## src/rtl/abro_monitor.sv

```systemverilog
// Cycle-accurate ABRO reference model plus mismatch/error bookkeeping for an observed ABRO instance.
// Define ABRO_MON_STATE_CHECK_EN to also compare the observed state vector, not only O.
module abro_monitor #(
    parameter int         CNT_W   = 16,
    parameter logic [1:0] ST_IDLE = 2'd0,
    parameter logic [1:0] ST_GOTA = 2'd1,
    parameter logic [1:0] ST_GOTB = 2'd2,
    parameter logic [1:0] ST_DONE = 2'd3
) (
    input  logic             clk,
    input  logic             reset,
    input  logic             mon_en,
    input  logic             dut_rst,
    input  logic             A,
    input  logic             B,
    input  logic             O,
    input  logic [1:0]       state,
    output logic [1:0]       exp_state,
    output logic             exp_O,
    output logic             mismatch,
    output logic             err_sticky,
    output logic [CNT_W-1:0] err_count,
    output logic [CNT_W-1:0] done_count,
    output logic [CNT_W-1:0] first_err_cyc
);

    typedef enum logic [1:0] {
        M_IDLE = ST_IDLE,
        M_GOTA = ST_GOTA,
        M_GOTB = ST_GOTB,
        M_DONE = ST_DONE
    } model_state_t;

    localparam logic [CNT_W-1:0] CNT_MAX = '1;

    model_state_t     st_q, st_d;
    logic             mismatch_q, mismatch_d;
    logic             err_sticky_q, err_sticky_d;
    logic [CNT_W-1:0] err_count_q, err_count_d;
    logic [CNT_W-1:0] done_count_q, done_count_d;
    logic [CNT_W-1:0] first_err_cyc_q, first_err_cyc_d;
    logic [CNT_W-1:0] cyc_count_q, cyc_count_d;
    logic             exp_o_w;
    logic             err_now;

    assign exp_o_w = (st_q == M_DONE);

    // Reference model: runs regardless of mon_en so re-enabling resumes in lock-step.
    always_comb begin
        st_d = st_q;
        if (dut_rst) begin
            st_d = M_IDLE;
        end else begin
            case (st_q)
                M_IDLE: begin
                    if (A && B)  st_d = M_DONE;
                    else if (A)  st_d = M_GOTA;
                    else if (B)  st_d = M_GOTB;
                end
                M_GOTA:  if (B) st_d = M_DONE;
                M_GOTB:  if (A) st_d = M_DONE;
                M_DONE:  st_d = M_DONE;
                default: st_d = M_IDLE;
            endcase
        end
    end

`ifdef ABRO_MON_STATE_CHECK_EN
    assign err_now = (O != exp_o_w) || (state != st_q);
`else
    logic state_unused;
    assign state_unused = ^state;
    assign err_now = (O != exp_o_w);
`endif

    always_comb begin
        mismatch_d      = mon_en && !dut_rst && err_now;
        err_sticky_d    = err_sticky_q || mismatch_d;
        err_count_d     = err_count_q;
        first_err_cyc_d = first_err_cyc_q;
        cyc_count_d     = cyc_count_q;
        done_count_d    = done_count_q;
        if (mismatch_d && (err_count_q != CNT_MAX))
            err_count_d = err_count_q + CNT_W'(1);
        // Capture the cycle index of the cycle being judged, i.e. before this edge's increment.
        if (mismatch_d && !err_sticky_q)
            first_err_cyc_d = cyc_count_q;
        if (mon_en && (cyc_count_q != CNT_MAX))
            cyc_count_d = cyc_count_q + CNT_W'(1);
        if (mon_en && (st_q != M_DONE) && (st_d == M_DONE) && (done_count_q != CNT_MAX))
            done_count_d = done_count_q + CNT_W'(1);
    end

    always_ff @(posedge clk) begin
        if (reset) begin
            st_q            <= M_IDLE;
            mismatch_q      <= 1'b0;
            err_sticky_q    <= 1'b0;
            err_count_q     <= '0;
            done_count_q    <= '0;
            first_err_cyc_q <= '0;
            cyc_count_q     <= '0;
        end else begin
            st_q            <= st_d;
            mismatch_q      <= mismatch_d;
            err_sticky_q    <= err_sticky_d;
            err_count_q     <= err_count_d;
            done_count_q    <= done_count_d;
            first_err_cyc_q <= first_err_cyc_d;
            cyc_count_q     <= cyc_count_d;
        end
    end

    assign exp_state     = st_q;
    assign exp_O         = exp_o_w;
    assign mismatch      = mismatch_q;
    assign err_sticky    = err_sticky_q;
    assign err_count     = err_count_q;
    assign done_count    = done_count_q;
    assign first_err_cyc = first_err_cyc_q;

endmodule
```

## config.mk

```make
export PLATFORM = sky130hd
export DESIGN_NAME = abro_monitor
export DESIGN_NICKNAME = d
export VERILOG_FILES = /design/src/rtl/abro_monitor.sv
export SDC_FILE = /design/constraint.sdc
export NUM_CORES = 1
export LEC_CHECK = 0
export CORE_MARGIN = 8
export CORE_UTILIZATION = 40
export DETAILED_ROUTE_END_ITERATION = 10
export GPL_TIMING_DRIVEN = 0
export PLACE_DENSITY_LB_ADDON = 0.12
export SETUP_SLACK_MARGIN = 0.1
export SLEW_MARGIN = 30
export SYNTH_ARGS = -nofsm -noshare
export SYNTH_HDL_FRONTEND = slang
export SYNTH_SLANG_ARGS = --single-unit
export TNS_END_PERCENT = 20
```

## constraint.sdc

```tcl
create_clock -name clk -period 4.5 [get_ports clk]
set_clock_uncertainty 0.2 [all_clocks]
set_input_delay 0.9 -clock clk [delete_from_list [all_inputs] [get_ports clk]]
set_output_delay 0.9 -clock clk [all_outputs]
set_load 0.03 [all_outputs]
```

* After elaboration in Yosys (flattened, before gate mapping)
Cells that the tools add are included.
** Word-level totals
- Input bits :: 9
- Output and inout port bits :: 53
- Register bits after elaboration :: 68
- Logic and storage cells :: 39
** Cells by class
- Reduce and logical (&&, ||, !) cells :: 13
- Add/subtract/negate cells :: 3
- Mux-type cells :: 7
- Equal/unequal tests :: 9
** Operator list (count)
- $add 16x1->16 const B :: 3
- $ne 16x16->1 const B :: 3
- $mux 2 :: 6
- $logic_and 1x1->1 :: 9
- $pmux 2 s4 :: 1
- $eq 2x2->1 const B :: 3
- $eq 2x1->1 const B :: 1
- $logic_not 1->1 :: 2
- $logic_not 2->1 :: 1
- $ne 2x2->1 const B :: 1
- $logic_or 1x1->1 :: 1
- $ne 1x1->1 :: 1

* Longest topological paths before layout
- Word-level depth :: 8
- Gate-level depth with buffers :: 7
- Gate-level depth less buffers :: 6

* Worst setup path after synthesis
No wires, ideal clock.
- Path kind :: input-to-reg
- Start :: input dut_rst
- End :: register done_count_q[15] (netlist: done_count[15])
- Library setup time :: 0.070 ns
- Data required time :: 4.230 ns
- Data arrival time :: 2.745 ns
- Buffers on the path :: 2
- Path slack :: 1.484 ns
- Stages on the path :: 7
- Cell sequence :: nand2b_1 or4_4 buf_6 or4_1 buf_2 or3_1 a21oi_1
** Between the ends
- Cells in the longest elaborated chain, start to end :: 4
** Ends and longest elaborated chain
- from (decl) :: line 13 : input logic dut_rst,
- $mux 2 :: line 51 : if (dut_rst) begin
- $eq 2x2->1 :: line 90 : if (mon_en && (st_q != M_DONE) && (st_d == M_DONE) && (done_count_q != CNT_MAX))
- $logic_and 1x1->1 (2 in a row) :: line 90
- to (signal assigned) :: line 108 : done_count_q <= done_count_d;
- to (decl) :: line 40 : logic [CNT_W-1:0] done_count_q, done_count_d;
No other way between the ends.
A chain may end at the register's enable or synchronous reset.

* Final worst setup path
- Start :: input mon_en
- End :: register done_count_q[15] (netlist: done_count[15])
** Between the ends
- Cells in the longest elaborated chain, start to end :: 3
** Ends and longest elaborated chain
- from (decl) :: line 12 : input logic mon_en,
- $logic_and 1x1->1 (3 in a row) :: line 90
No other way between the ends.

==> results.py <==
metrics = {
    "outcome": {
        "run_status": "finished clean",
    },
    "floorplanning": {
        "die_w_um": 103,
        "core_um2": 7290,
        "pin_count": 62,
        "die-height_um": 103,
        "std_cell_rows": 31,
        "die_area_um2": 10600,
        "start_util_pct": 41.4,
    },
    "detailed_routing": {
        "postRouteAntennaNets": 0,
        "vias_per_cell": 5.24,
        "firstDrtPassIters": 4,
        "drc_errors": 0,
        "num_vias": 2837,
        "wl_um": 7610,
        "drt_iter0_markers": 107,
        "wl_per_cell_um": 14.1,
    },
    "layout": {
        "multi_input_area_um2": 1570,
        "regArea_um2": 1360,
        "layout_common_cells": "dfxtp_1, clkdlybuf4s50_1, nand2_1, nor2_1, a21oi_1",
        "layout.nets": 449,
        "synthToLayoutAreaGrowth_pct": 30.8,
        "drive_gt1_share_pct": 4.52,
        "diodes": 0,
        "mostFrequentLayoutCell": "dfxtp_1",
        "final.fill_count": 734,
    },
    "clock_network": {
        "cts-root-buf": "clkbuf_8",
        "htreeDepth": 3,
        "cts_tree": "done",
        "clock_path_buffers": 2,
        "holdBufCountCts": 0,
        "post_cts_buffers": 0,
        "clock_latency_ns": 0.34,
        "cts_buffers": 9,
        "ctsResizeCount": 0,
        "clk_pin_slew_ns": 0.08,
        "clock_sinks": 68,
    },
    "flow_run": {
        "maxCapViolCount": 0,
    },
    "grt": {
        "grt_pass1_vias": 2704,
        "grt_max_degree": 13,
        "grt_overflow": 0,
        "grt.total_usage_pct": 15.0,
        "antenna_found_initial": 0,
        "grt_first_pass_wirelength_um": 12600,
    },
    "logic_synthesis": {
        "synth_fp_nets": 380,
        "synth-seq-area-share_pct": 45.1,
        "synthFlopType": "dfxtp_1",
        "syn_inst": 368,
        "ys_types": 41,
        "postSynthAreaPerCell_um2": 8.20,
        "ys_warn_count": 0,
        "ys_seq_elements": 68,
        "async_reset_ff_share_pct": 0,
        "syn_area_um2": 3020,
        "synth_edf_count": 0,
    },
    "timing": {
        "max_clock_freq_mhz": 295,
        "min_period_ns": 3.39,
        "hold_viol": 0,
        "setup-tns-final_ns": 0,
        "slew-limit-headroom_pct": 38.0,
        "fin_crit_sh_pct": 75.3,
        "final-setup-viol-count": 0,
        "tightest_slew_ns": 0.922,
        "drv_slew": 0,
        "rsz0062_at_grt": "false",
    },
    "min_path": {
        "hold_depth": 2,
        "holdPathEnd": "first_err_cyc[13]",
        "hold_path_class": "reg2reg",
        "worstHoldStart": "first_err_cyc[13]",
    },
    "worst_setup_path": {
        "crit_required_ns": 4.57,
        "worstSetupStartpointType": "input pin",
        "regToRegSetupSlack_ns": 1.87,
        "crit_path_end_kind": "flip-flop",
        "reg2reg_from": "exp_state[0]",
        "r2r_cells": 7,
        "reg2reg_to": "done_count[15]",
        "path_max_fanout": 10,
        "crit_arrival_ns": 3.46,
        "critical_path_class": "in2reg",
    },
    "power": {
        "leakagePower_nw": 1.24,
        "power.density_nw_per_um2": 314,
        "p_total_mw": 1.24,
        "ir_worst_vdd_mv": 0.180,
    },
    "placed_design": {
        "gp_congestion": 0.825,
        "hpwlAfterDp_um": 5520,
        "port_buffers": 58,
    },
}
-- where the power goes --
part,internal (mW),switching (mW)
Combinational,0.0194,0.0351
Clock,0.327,0.244
Sequential,0.606,0.00623
-- state kept, by name, indices dropped and copies added, names as in the netlist --
name / cells
exp_state: 2
err_count: 16
err_sticky: 1
done_count: 16
cyc_count_q: 16
first_err_cyc: 16
mismatch: 1
-- metal layers --
layer / part of all wire [%] / vias to the layer above / track usage (%)
met5: 0 / - / 0
met4: 1.6 / 0 / 7.12
met3: 6.1 / 10 / 3.92
met2: 44 / 56 / 24.4
met1: 48 / 1319 / 18.2
li1: - / 1452 / -
-- worst max-delay path by stage --
stage          startpoint        endpoint  slack [ns]
5_1_grt            mon_en  done_count[15]        0.96
2_1_floorplan     dut_rst  done_count[15]        1.48
3_3_place_gp       mon_en  done_count[15]        0.79
4_1_cts            mon_en  done_count[15]        1.13
6_report           mon_en  done_count[15]        1.11
3_5_place_dp       mon_en  done_count[15]        0.78
-- cells in the mapped netlist, drive strengths merged, types with 3 or more instances --
cell,n,area (um2)
dfxtp,68,1360
nand2,48,180
nor2,45,169
a21oi,34,170
nand3,18,90.1
nor3,17,85.1
xnor2,17,149
nand4,14,87.6
o21ai,13,65.1
clkbuf,12,45.0
or3,11,68.8
nor4,9,56.3
xor2,9,78.8
inv,6,22.5
and3,5,31.3
o211ai,5,37.5
or4,4,33.8
a211oi,3,22.5
and4,3,26.3
ha,3,37.5
-- metrics by stage --
step                utilization (%)  setup slack, ns  hold WS [ns]  instances  instance area (um2)
global route                   54.1            0.965         0.273        541                 3950
global placement               51.0            0.789         0.245        525                 3720
detailed placement             51.0            0.775         0.249        525                 3720
finish                         54.1             1.11         0.255        541                 3950
CTS                            54.1             1.13         0.259        541                 3950
floorplan                         -             1.48         0.257        368                 3020
-- worst max-delay path: stages --
cell and delay [ns]:
clkdlybuf4s50_1 0.62, nand2b_1 0.14, or4_4 0.49, buf_6 0.15, or4_1 0.50, buf_2 0.17, or3_1 0.35, a21oi_1 0.14
-- cells by family (layout without fill, tap and decap cells) --
kind of cell | after synthesis | in the layout | synth area share, %
buffers and inverters | 20 | 94 | 2.78
and+or+nand+nor | 185 | 185 | 30.4
muxes | 2 | 2 | 0.663
AOI/OAI and AO/OA | 64 | 64 | 12.3
adders and majority gates | 3 | 3 | 1.24
DFF | 68 | 68 | 45.1
xor gates and xnor gates | 26 | 26 | 7.55
-- area by class of cell --
type                    count  area share, %
inverters                   6          0.571
multi-input cells         280           39.8
plain buffers              14           1.55
flip-flops and latches     68           34.5
repair buffers             58           14.7
clock inverters             6           2.22
clock buffers              10           3.49
well taps                  99           3.14
No activity file was read; power rests on OpenSTA's default activity.
